--- config.mk ---
export PLATFORM = sky130hd
export DESIGN_NAME = alu_exec_ctrl_flat
export DESIGN_NICKNAME = d
export VERILOG_FILES = /design/src/rtl/alu_exec_ctrl_if.sv /design/src/rtl/alu_exec_ctrl.sv /design/src/flat_wrapper.sv
export SDC_FILE = /design/constraint.sdc
export NUM_CORES = 1
export LEC_CHECK = 0
export CORE_MARGIN = 5
export CORE_UTILIZATION = 43
export DETAILED_ROUTE_END_ITERATION = 10
export PLACE_DENSITY = 0.95
export SYNTH_ARGS = -nofsm -noshare
export SYNTH_HDL_FRONTEND = slang
export SYNTH_SLANG_ARGS = --single-unit
--- constraint.sdc ---
create_clock -name clk -period 4.08 [get_ports clk]
set_input_delay 0.816 -clock clk [delete_from_list [all_inputs] [get_ports clk]]
set_output_delay 0.816 -clock clk [all_outputs]
set_load 0.02 [all_outputs]
--- src/rtl/alu_exec_ctrl_if.sv ---
// Bundle of decode-side, ALU-side and writeback-side signals around alu_exec_ctrl.
// slave = the controller, master = the surrounding datapath.
interface alu_exec_ctrl_if;
    logic        in_valid;
    logic        in_ready;
    logic [3:0]  in_cond;
    logic [4:0]  in_op;
    logic        in_s;
    logic [3:0]  in_rd;
    logic [31:0] in_a;
    logic [31:0] in_b;

    logic [31:0] alu_data1;
    logic [31:0] alu_data2;
    logic [4:0]  alu_operation;
    logic [31:0] alu_result;
    logic [3:0]  alu_flags;
    logic        alu_wb;

    logic        wb_valid;
    logic        wb_ready;
    logic        wb_en;
    logic [3:0]  wb_rd;
    logic [31:0] wb_data;
    logic [3:0]  cpsr_flags;

    modport slave (
        input  in_valid, in_cond, in_op, in_s, in_rd, in_a, in_b,
        input  alu_result, alu_flags, alu_wb,
        input  wb_ready,
        output in_ready,
        output alu_data1, alu_data2, alu_operation,
        output wb_valid, wb_en, wb_rd, wb_data,
        output cpsr_flags
    );

    modport master (
        output in_valid, in_cond, in_op, in_s, in_rd, in_a, in_b,
        output alu_result, alu_flags, alu_wb,
        output wb_ready,
        input  in_ready,
        input  alu_data1, alu_data2, alu_operation,
        input  wb_valid, wb_en, wb_rd, wb_data,
        input  cpsr_flags
    );
endinterface

--- src/rtl/alu_exec_ctrl.sv ---
// One-op-in-flight sequencer around the combinational ALU: accept, condition-check
// and execute, then hold the writeback slot until the register file takes it.
module alu_exec_ctrl (
    input  logic          clk,
    input  logic          reset,
    alu_exec_ctrl_if.slave bus
);
    typedef enum logic [1:0] {IDLE, EXEC, WB} state_t;

    state_t      r_state;
    state_t      w_state_nxt;
    logic        w_in_ready;
    logic        w_wb_valid;
    logic        w_accept;
    logic        w_retire;

    logic [3:0]  r_cond;
    logic [4:0]  r_op;
    logic        r_s;
    logic [3:0]  r_rd;
    logic [31:0] r_a;
    logic [31:0] r_b;

    logic        r_wb_en;
    logic [31:0] r_wb_data;
    logic [3:0]  r_flags_nxt;
    logic [3:0]  r_cpsr;

    logic        w_pass;
    logic        w_flag_upd;
    logic [3:0]  w_flags_nxt;

    // Flag bit order: [0]=Z, [1]=C, [2]=N, [3]=V
    function automatic logic cond_pass(input logic [3:0] cond, input logic [3:0] f);
        logic z, c, n, v;
        z = f[0];
        c = f[1];
        n = f[2];
        v = f[3];
        case (cond)
            4'b0000: cond_pass = z;
            4'b0001: cond_pass = !z;
            4'b0010: cond_pass = c;
            4'b0011: cond_pass = !c;
            4'b0100: cond_pass = n;
            4'b0101: cond_pass = !n;
            4'b0110: cond_pass = v;
            4'b0111: cond_pass = !v;
            4'b1000: cond_pass = c & !z;
            4'b1001: cond_pass = !c | z;
            4'b1010: cond_pass = (n == v);
            4'b1011: cond_pass = (n != v);
            4'b1100: cond_pass = !z & (n == v);
            4'b1101: cond_pass = z | (n != v);
            4'b1110: cond_pass = 1'b1;
            default: cond_pass = 1'b0;
        endcase
    endfunction

    always_ff @(posedge clk) begin
        if (reset) r_state <= IDLE;
        else       r_state <= w_state_nxt;
    end

    always_comb begin
        w_state_nxt = r_state;
        w_in_ready  = 1'b0;
        w_wb_valid  = 1'b0;
        w_accept    = 1'b0;
        w_retire    = 1'b0;
        case (r_state)
            IDLE: begin
                w_in_ready = 1'b1;
                if (bus.in_valid) begin
                    w_accept    = 1'b1;
                    w_state_nxt = EXEC;
                end
            end
            EXEC: w_state_nxt = WB;
            WB: begin
                w_wb_valid = 1'b1;
                if (bus.wb_ready) begin
                    w_retire    = 1'b1;
                    w_state_nxt = IDLE;
                end
            end
            default: w_state_nxt = IDLE;
        endcase
    end

    // Compare ops (TST/TEQ/CMP/CMN, 010xx) set flags regardless of S.
    // The ALU never produces C, so it is always carried over from the CPSR.
    assign w_pass      = cond_pass(r_cond, r_cpsr);
    assign w_flag_upd  = w_pass & (r_s | (r_op[4:2] == 3'b010));
    assign w_flags_nxt = w_flag_upd ? {bus.alu_flags[3], bus.alu_flags[2], r_cpsr[1], bus.alu_flags[0]}
                                    : r_cpsr;

    always_ff @(posedge clk) begin
        if (reset) begin
            r_cond      <= '0;
            r_op        <= '0;
            r_s         <= 1'b0;
            r_rd        <= '0;
            r_a         <= '0;
            r_b         <= '0;
            r_wb_en     <= 1'b0;
            r_wb_data   <= '0;
            r_flags_nxt <= '0;
            r_cpsr      <= '0;
        end else begin
            if (w_accept) begin
                r_cond <= bus.in_cond;
                r_op   <= bus.in_op;
                r_s    <= bus.in_s;
                r_rd   <= bus.in_rd;
                r_a    <= bus.in_a;
                r_b    <= bus.in_b;
            end
            if (r_state == EXEC) begin
                r_wb_data   <= bus.alu_result;
                r_wb_en     <= w_pass & bus.alu_wb;
                r_flags_nxt <= w_flags_nxt;
            end
            // Flags become architectural only once the slot is handed off.
            if (w_retire) begin
                r_cpsr  <= r_flags_nxt;
                r_wb_en <= 1'b0;
            end
        end
    end

    assign bus.in_ready      = w_in_ready;
    assign bus.alu_data1     = r_a;
    assign bus.alu_data2     = r_b;
    assign bus.alu_operation = r_op;
    assign bus.wb_valid      = w_wb_valid;
    assign bus.wb_en         = r_wb_en;
    assign bus.wb_rd         = r_rd;
    assign bus.wb_data       = r_wb_data;
    assign bus.cpsr_flags    = r_cpsr;
endmodule

--- src/flat_wrapper.sv ---
// flat-port wrapper written by rule: the top's interface ports become plain ports
module alu_exec_ctrl_flat 
  (clk, reset, bus_in_valid, bus_in_cond, bus_in_op, bus_in_s, bus_in_rd, bus_in_a, bus_in_b, bus_alu_result, bus_alu_flags, bus_alu_wb, bus_wb_ready, bus_in_ready, bus_alu_data1, bus_alu_data2, bus_alu_operation, bus_wb_valid, bus_wb_en, bus_wb_rd, bus_wb_data, bus_cpsr_flags);
  alu_exec_ctrl_if bus_i ();
  input  logic clk;
  input  logic reset;
  input wire logic [$bits(bus_i.in_valid)-1:0] bus_in_valid;
  input wire logic [$bits(bus_i.in_cond)-1:0] bus_in_cond;
  input wire logic [$bits(bus_i.in_op)-1:0] bus_in_op;
  input wire logic [$bits(bus_i.in_s)-1:0] bus_in_s;
  input wire logic [$bits(bus_i.in_rd)-1:0] bus_in_rd;
  input wire logic [$bits(bus_i.in_a)-1:0] bus_in_a;
  input wire logic [$bits(bus_i.in_b)-1:0] bus_in_b;
  input wire logic [$bits(bus_i.alu_result)-1:0] bus_alu_result;
  input wire logic [$bits(bus_i.alu_flags)-1:0] bus_alu_flags;
  input wire logic [$bits(bus_i.alu_wb)-1:0] bus_alu_wb;
  input wire logic [$bits(bus_i.wb_ready)-1:0] bus_wb_ready;
  output wire logic [$bits(bus_i.in_ready)-1:0] bus_in_ready;
  output wire logic [$bits(bus_i.alu_data1)-1:0] bus_alu_data1;
  output wire logic [$bits(bus_i.alu_data2)-1:0] bus_alu_data2;
  output wire logic [$bits(bus_i.alu_operation)-1:0] bus_alu_operation;
  output wire logic [$bits(bus_i.wb_valid)-1:0] bus_wb_valid;
  output wire logic [$bits(bus_i.wb_en)-1:0] bus_wb_en;
  output wire logic [$bits(bus_i.wb_rd)-1:0] bus_wb_rd;
  output wire logic [$bits(bus_i.wb_data)-1:0] bus_wb_data;
  output wire logic [$bits(bus_i.cpsr_flags)-1:0] bus_cpsr_flags;
  assign bus_i.in_valid = bus_in_valid;
  assign bus_i.in_cond = bus_in_cond;
  assign bus_i.in_op = bus_in_op;
  assign bus_i.in_s = bus_in_s;
  assign bus_i.in_rd = bus_in_rd;
  assign bus_i.in_a = bus_in_a;
  assign bus_i.in_b = bus_in_b;
  assign bus_i.alu_result = bus_alu_result;
  assign bus_i.alu_flags = bus_alu_flags;
  assign bus_i.alu_wb = bus_alu_wb;
  assign bus_i.wb_ready = bus_wb_ready;
  assign bus_in_ready = bus_i.in_ready;
  assign bus_alu_data1 = bus_i.alu_data1;
  assign bus_alu_data2 = bus_i.alu_data2;
  assign bus_alu_operation = bus_i.alu_operation;
  assign bus_wb_valid = bus_i.wb_valid;
  assign bus_wb_en = bus_i.wb_en;
  assign bus_wb_rd = bus_i.wb_rd;
  assign bus_wb_data = bus_i.wb_data;
  assign bus_cpsr_flags = bus_i.cpsr_flags;
  alu_exec_ctrl u_core (.clk(clk), .reset(reset), .bus(bus_i));
endmodule
# Word level (Yosys, flattened, before mapping)

Index checks and enable logic that the tools add are counted.

Multiplexer cells: 11
Equality and inequality tests: 21
Reductions and logical operators: 8
Bitwise gates (word level): 7

Operators with widths:

| cell               | number |
|---|---|
| $eq 4x4->1 const B | 7 |
| $eq 4x3->1 const B | 4 |
| $pmux 1 s15        | 1 |
| $eq 4x2->1 const B | 2 |
| $mux 1             | 6 |
| $pmux 2 s3         | 1 |
| $and 1x1->1        | 4 |
| $eq 4x1->1 const B | 1 |
| $logic_not 1->1    | 4 |
| $logic_not 4->1    | 1 |
| $mux 2             | 2 |
| $mux 4             | 1 |
| $ne 2x2->1 const B | 2 |
| $eq 3x2->1 const B | 1 |
| $or 1x1->1         | 3 |
| $eq 2x1->1 const B | 1 |
| $eq 2x2->1 const B | 1 |
| $logic_not 2->1    | 1 |
| $reduce_and 2->1   | 1 |
| $reduce_or 2->1    | 1 |
| $eq 1x1->1         | 1 |
| $ne 1x1->1         | 1 |

Logic and storage cells: 58
Register bits: 121

# Logic depth before layout (Yosys ltp)

Depth after elaboration: 5
Depth in mapped cells: 7
Depth with buffers taken out: 6

# Worst setup path after synthesis

OpenSTA, ideal clock, no wires.

Kind: input -> register
Start: input bus_in_valid
End: register u_core.r_a[10], in the netlist u_core.bus.alu_data1[10]
Path slack: 2300 ps
Data arrival time: 1710 ps
Cell stages on the path: 5
Required time: 4010 ps
Setup time: 70 ps
Cell sequence: nand2_1 -> clkbuf_1 -> clkbuf_1 -> nand2_1 -> a21oi_1

Longest elaborated chain between the ends: 2

RTL lines:

| item                   | line                 | RTL |
|---|---|---|
| start: declaration     | flat_wrapper.sv:7    | `input wire logic [$bits(bus_i.in_valid)-1:0] bus_in_valid;` |
| $mux 1                 | alu_exec_ctrl.sv:74  | `if (bus.in_valid) begin` |
| $mux 1                 | alu_exec_ctrl.sv:71  | `case (r_state)` |
| end signal: assignment | alu_exec_ctrl.sv:116 | `r_a <= bus.in_a;` |
| end: declaration       | alu_exec_ctrl.sv:21  | `logic [31:0] r_a;` |

Every way passes these cells.
A chain may end at the register's enable or synchronous reset.

# Worst setup path in the final report

Start: register u_core.r_state[1]
End: output bus_wb_valid

Longest elaborated chain between the ends: 2

RTL lines:

| item                     | line                | RTL |
|---|---|---|
| start: declaration       | alu_exec_ctrl.sv:10 | `state_t r_state;` |
| start signal: assignment | alu_exec_ctrl.sv:62 | `else r_state <= w_state_nxt;` |
| $eq 2x2->1               | alu_exec_ctrl.sv:71 |  |
| $mux 1                   | alu_exec_ctrl.sv:71 |  |
| end: declaration         | flat_wrapper.sv:22  | `output wire logic [$bits(bus_i.wb_valid)-1:0] bus_wb_valid;` |

Every way passes these cells.

==> flow_metrics.py <==
metrics = {
    "clock_network": {
        "insertion_delay_ps": 490,
        "cts.sinks": 121,
        "clk_pin_slew_worst_paths_ps": 50,
        "cts_max_level": 4,
        "cts_made_buffers": 17,
        "post_cts_buffers": 0,
        "clock_path_buffers": 2,
        "cts_root_buf": "clkbuf_8",
        "cts_resized": 0,
        "cts_tree": "built",
        "cts_hold_buf": 0,
    },
    "global_routing": {
        "grt_max_degree": 91,
        "grt_overflow": 0,
        "antenna_found_initial": 0,
        "gr-usage-all-layers": 0.207,
        "grt_pass1_vias": 4429,
        "grt_pass1_wl_um": 21400,
    },
    "sta": {
        "fin_setup_tns_ps": 0,
        "fin_crit_sh": 0.686,
        "finalCriticalPeriod_ps": 2800,
        "relSlewSlack": 0.361,
        "tightestPinTransition_ps": 958,
        "fin_skew_ps": 10.8,
        "fmax_ghz": 0.357,
        "finalSetupViolations": 0,
        "rsz0062_at_grt": "false",
        "timing.final.hold_violations": 0,
        "slew_viol_final": 0,
    },
    "critical_path": {
        "path_delay_family": "buffers and inverters",
        "cp.required_ps": 3260,
        "ff2ff_path_depth": 5,
        "crit_path_start_kind": "flip-flop",
        "crit_buf_inv": 1,
        "cp_slowest_cell": "clkdlybuf4s50_1",
        "path_cells": "nor2b_1, clkdlybuf4s50_1",
        "arrival_ps": 1980,
        "path_class": "flip-flop to output port",
        "r2r_start": "u_core.r_state[1]$_SDFFE_PP0P_",
        "r2r_end": "u_core.bus.alu_data2[31]$_SDFFE_PP0P_",
        "rrSetupSlack_ps": 2080,
        "end_kind": "output port",
        "cp_max_fo": 7,
        "critical-path-max-stage-delay_ps": 710,
    },
    "final_layout": {
        "drive_gt1_frac": 0.0567,
        "diodes": 0,
        "fill_cells": 782,
        "final_nets": 900,
        "syn_to_final_growth_pct": 62.7,
    },
    "hold_path": {
        "hold_path_startpoint": "u_core.bus.wb_data[8]$_SDFFE_PP0N_",
        "hold_end": "u_core.bus.wb_data[8]$_SDFFE_PP0N_",
        "min_delay_path_depth": 2,
        "hold_class": "flip-flop to flip-flop",
    },
    "logic_synthesis": {
        "synth_area_leaders": "dfxtp_1 (54%), nand2_1 (19%), a21oi_1 (13%), clkbuf_1 (2.8%), nand3_1 (0.89%)",
        "synthSimpleGateAreaFrac": 0.236,
        "synth-async-reset-ratio": 0,
        "ys.flop_type": "dfxtp_1",
        "avgSynthCellArea_um2": 7.85,
        "muxShareOfSynthArea": 0.00473,
        "synthesis.area_mm2": 0.00450,
        "synth_top_cell_by_area": "dfxtp_1",
        "synth_fa_ha_area_frac": 0,
        "synth_top_cell_area_share": 0.539,
        "yosys_warnings": 0,
        "synth-xor-area-share": 0.00584,
        "synth_edf_count": 0,
        "synth_top_family_by_area": "simple AND/OR/NAND/NOR gates",
        "synth_compound_area_frac": 0.165,
        "synth_nets": 692,
        "syn_inst": 573,
        "synth_cell_types": 37,
        "seq_area_frac_synth": 0.539,
        "ys_ff_latch": 121,
    },
    "power": {
        "p_leak_nw": 2.68,
        "total_power_w": 0.00308,
        "p_per_area_mw_per_mm2": 421,
        "peakVddDrop_uv": 303,
    },
    "placed_design": {
        "gp_congestion": 0.843,
        "detailed_place_hpwl_um": 9870,
        "port_buffers": 229,
    },
    "outcome": {
        "status": "completed",
    },
    "die": {
        "die_w_um": 112,
        "dieArea_mm2": 0.0126,
        "start_util": 0.438,
        "num_rows": 37,
        "io_pins": 231,
        "core_mm2": 0.0103,
        "die_h_um": 112,
    },
    "drt": {
        "antenna_left": 0,
        "via_count": 4476,
        "routed_wl_um": 13700,
        "first_iter_violations": 298,
        "viasPerCell": 4.81,
        "drc": 0,
        "wire_per_inst_um": 14.8,
        "first_pass_iters": 4,
    },
    "run": {
        "drv_cap": 0,
    },
}
## layout make-up
cell class	instances	area (µm²)	area share
Timing Repair Buffer	235	2350	0.321
Clock buffer	20	435	0.0595
Clock inverter	12	78.8	0.0108
Multi-Input combinational cell	403	1850	0.253
Tap cell	136	170	0.0232
Sequential cell	121	2420	0.331
Inverter	3	11.3	0.00154
## worst max path at each step
stage	startpoint	end	slack (ps)	depth (start not counted)
after global placement	bus_in_valid	u_core.bus.alu_data1[14]$_SDFFE_PP0P_	1460	5
final	u_core.r_state[1]$_SDFFE_PP0P_	bus_wb_valid	1280	2
after floorplan	bus_in_valid	u_core.bus.alu_data1[10]$_SDFFE_PP0P_	2300	5
after detailed placement	bus_in_valid	u_core.bus.alu_data1[12]$_SDFFE_PP0P_	1450	5
after global routing	u_core.r_state[1]$_SDFFE_PP0P_	bus_wb_valid	1140	2
after CTS	u_core.r_state[1]$_SDFFE_PP0P_	bus_wb_valid	1260	2
## state kept, by name, summed over array words and instances (netlist names)
name                      cells
u_core.r_cond                 4
u_core.bus.wb_data           32
u_core.r_s                    1
u_core.bus.alu_data2         32
u_core.bus.wb_rd              4
u_core.r_flags_nxt            4
u_core.r_state                2
u_core.bus.wb_en              1
u_core.bus.cpsr_flags         4
u_core.bus.alu_data1         32
u_core.bus.alu_operation      5
## logic make-up (layout without fill, tap and decap cells)
family	count (synthesis)	in the layout
AND/OR/NAND/NOR	263	263
multiplexers	2	2
flip-flops	121	121
XOR/XNOR	3	3
buffers and inverters	49	270
AO/OA/AOI/OAI	135	135
## power by group
part | internal, W | switching (W)
Combinational | 0.000259 | 0.000255
Clock | 0.000757 | 0.000516
Sequential | 0.00125 | 0.0000401
Total | 0.00227 | 0.000811
## synth_stat cells, types with 2 or more instances
cell	n
nand2b_1	2
nand2_1	230
clkbuf_1	34
o21bai_1	3
dfxtp_1	121
a21oi_1	117
nor4_1	3
a211oi_1	4
nor2b_1	3
o2111ai_1	3
xor2_1	2
inv_1	3
and2_1	2
nand3b_1	2
nand3_1	8
buf_6	3
nor2_1	5
nor3b_1	3
buf_2	4
buf_4	4
## tightest hold or removal path, cell delays in order, from the launching register on
cell	delay [ps]
dfxtp_1	300
nand2_1	50
a21oi_1	50
## stage by stage
| stage | instances | setup WS [ps] | hold WS [ps] | utilization | instance area (µm²) |
|---|---|---|---|---|---|
| after global placement | 898 | 1460 | 440 | 0.662 | 6810 |
| after floorplan | 573 | 2300 | 437 | - | 4500 |
| after global routing | 930 | 1140 | 468 | 0.712 | 7320 |
| after detailed placement | 898 | 1450 | 446 | 0.662 | 6810 |
| after CTS | 930 | 1260 | 453 | 0.712 | 7320 |
| final | 930 | 1280 | 450 | 0.712 | 7320 |
## layout by cell type, fill, tap and decap left out, types with 4 or more instances in the layout
master           count
clkdlybuf4s50_1    228
nand2_1            229
clkinv_2             6
buf_4                6
dfxtp_1            121
a21oi_1            117
nor2_1               5
clkbuf_16           16
a211oi_1             4
nand3_1              8
## routing by layer
metal  track usage  wire (µm)
met4        0.0665        286
met5             0          0
met3        0.0830       1160
met1         0.222       5260
met2         0.370       7010
(Power assumes the default switching activity.)
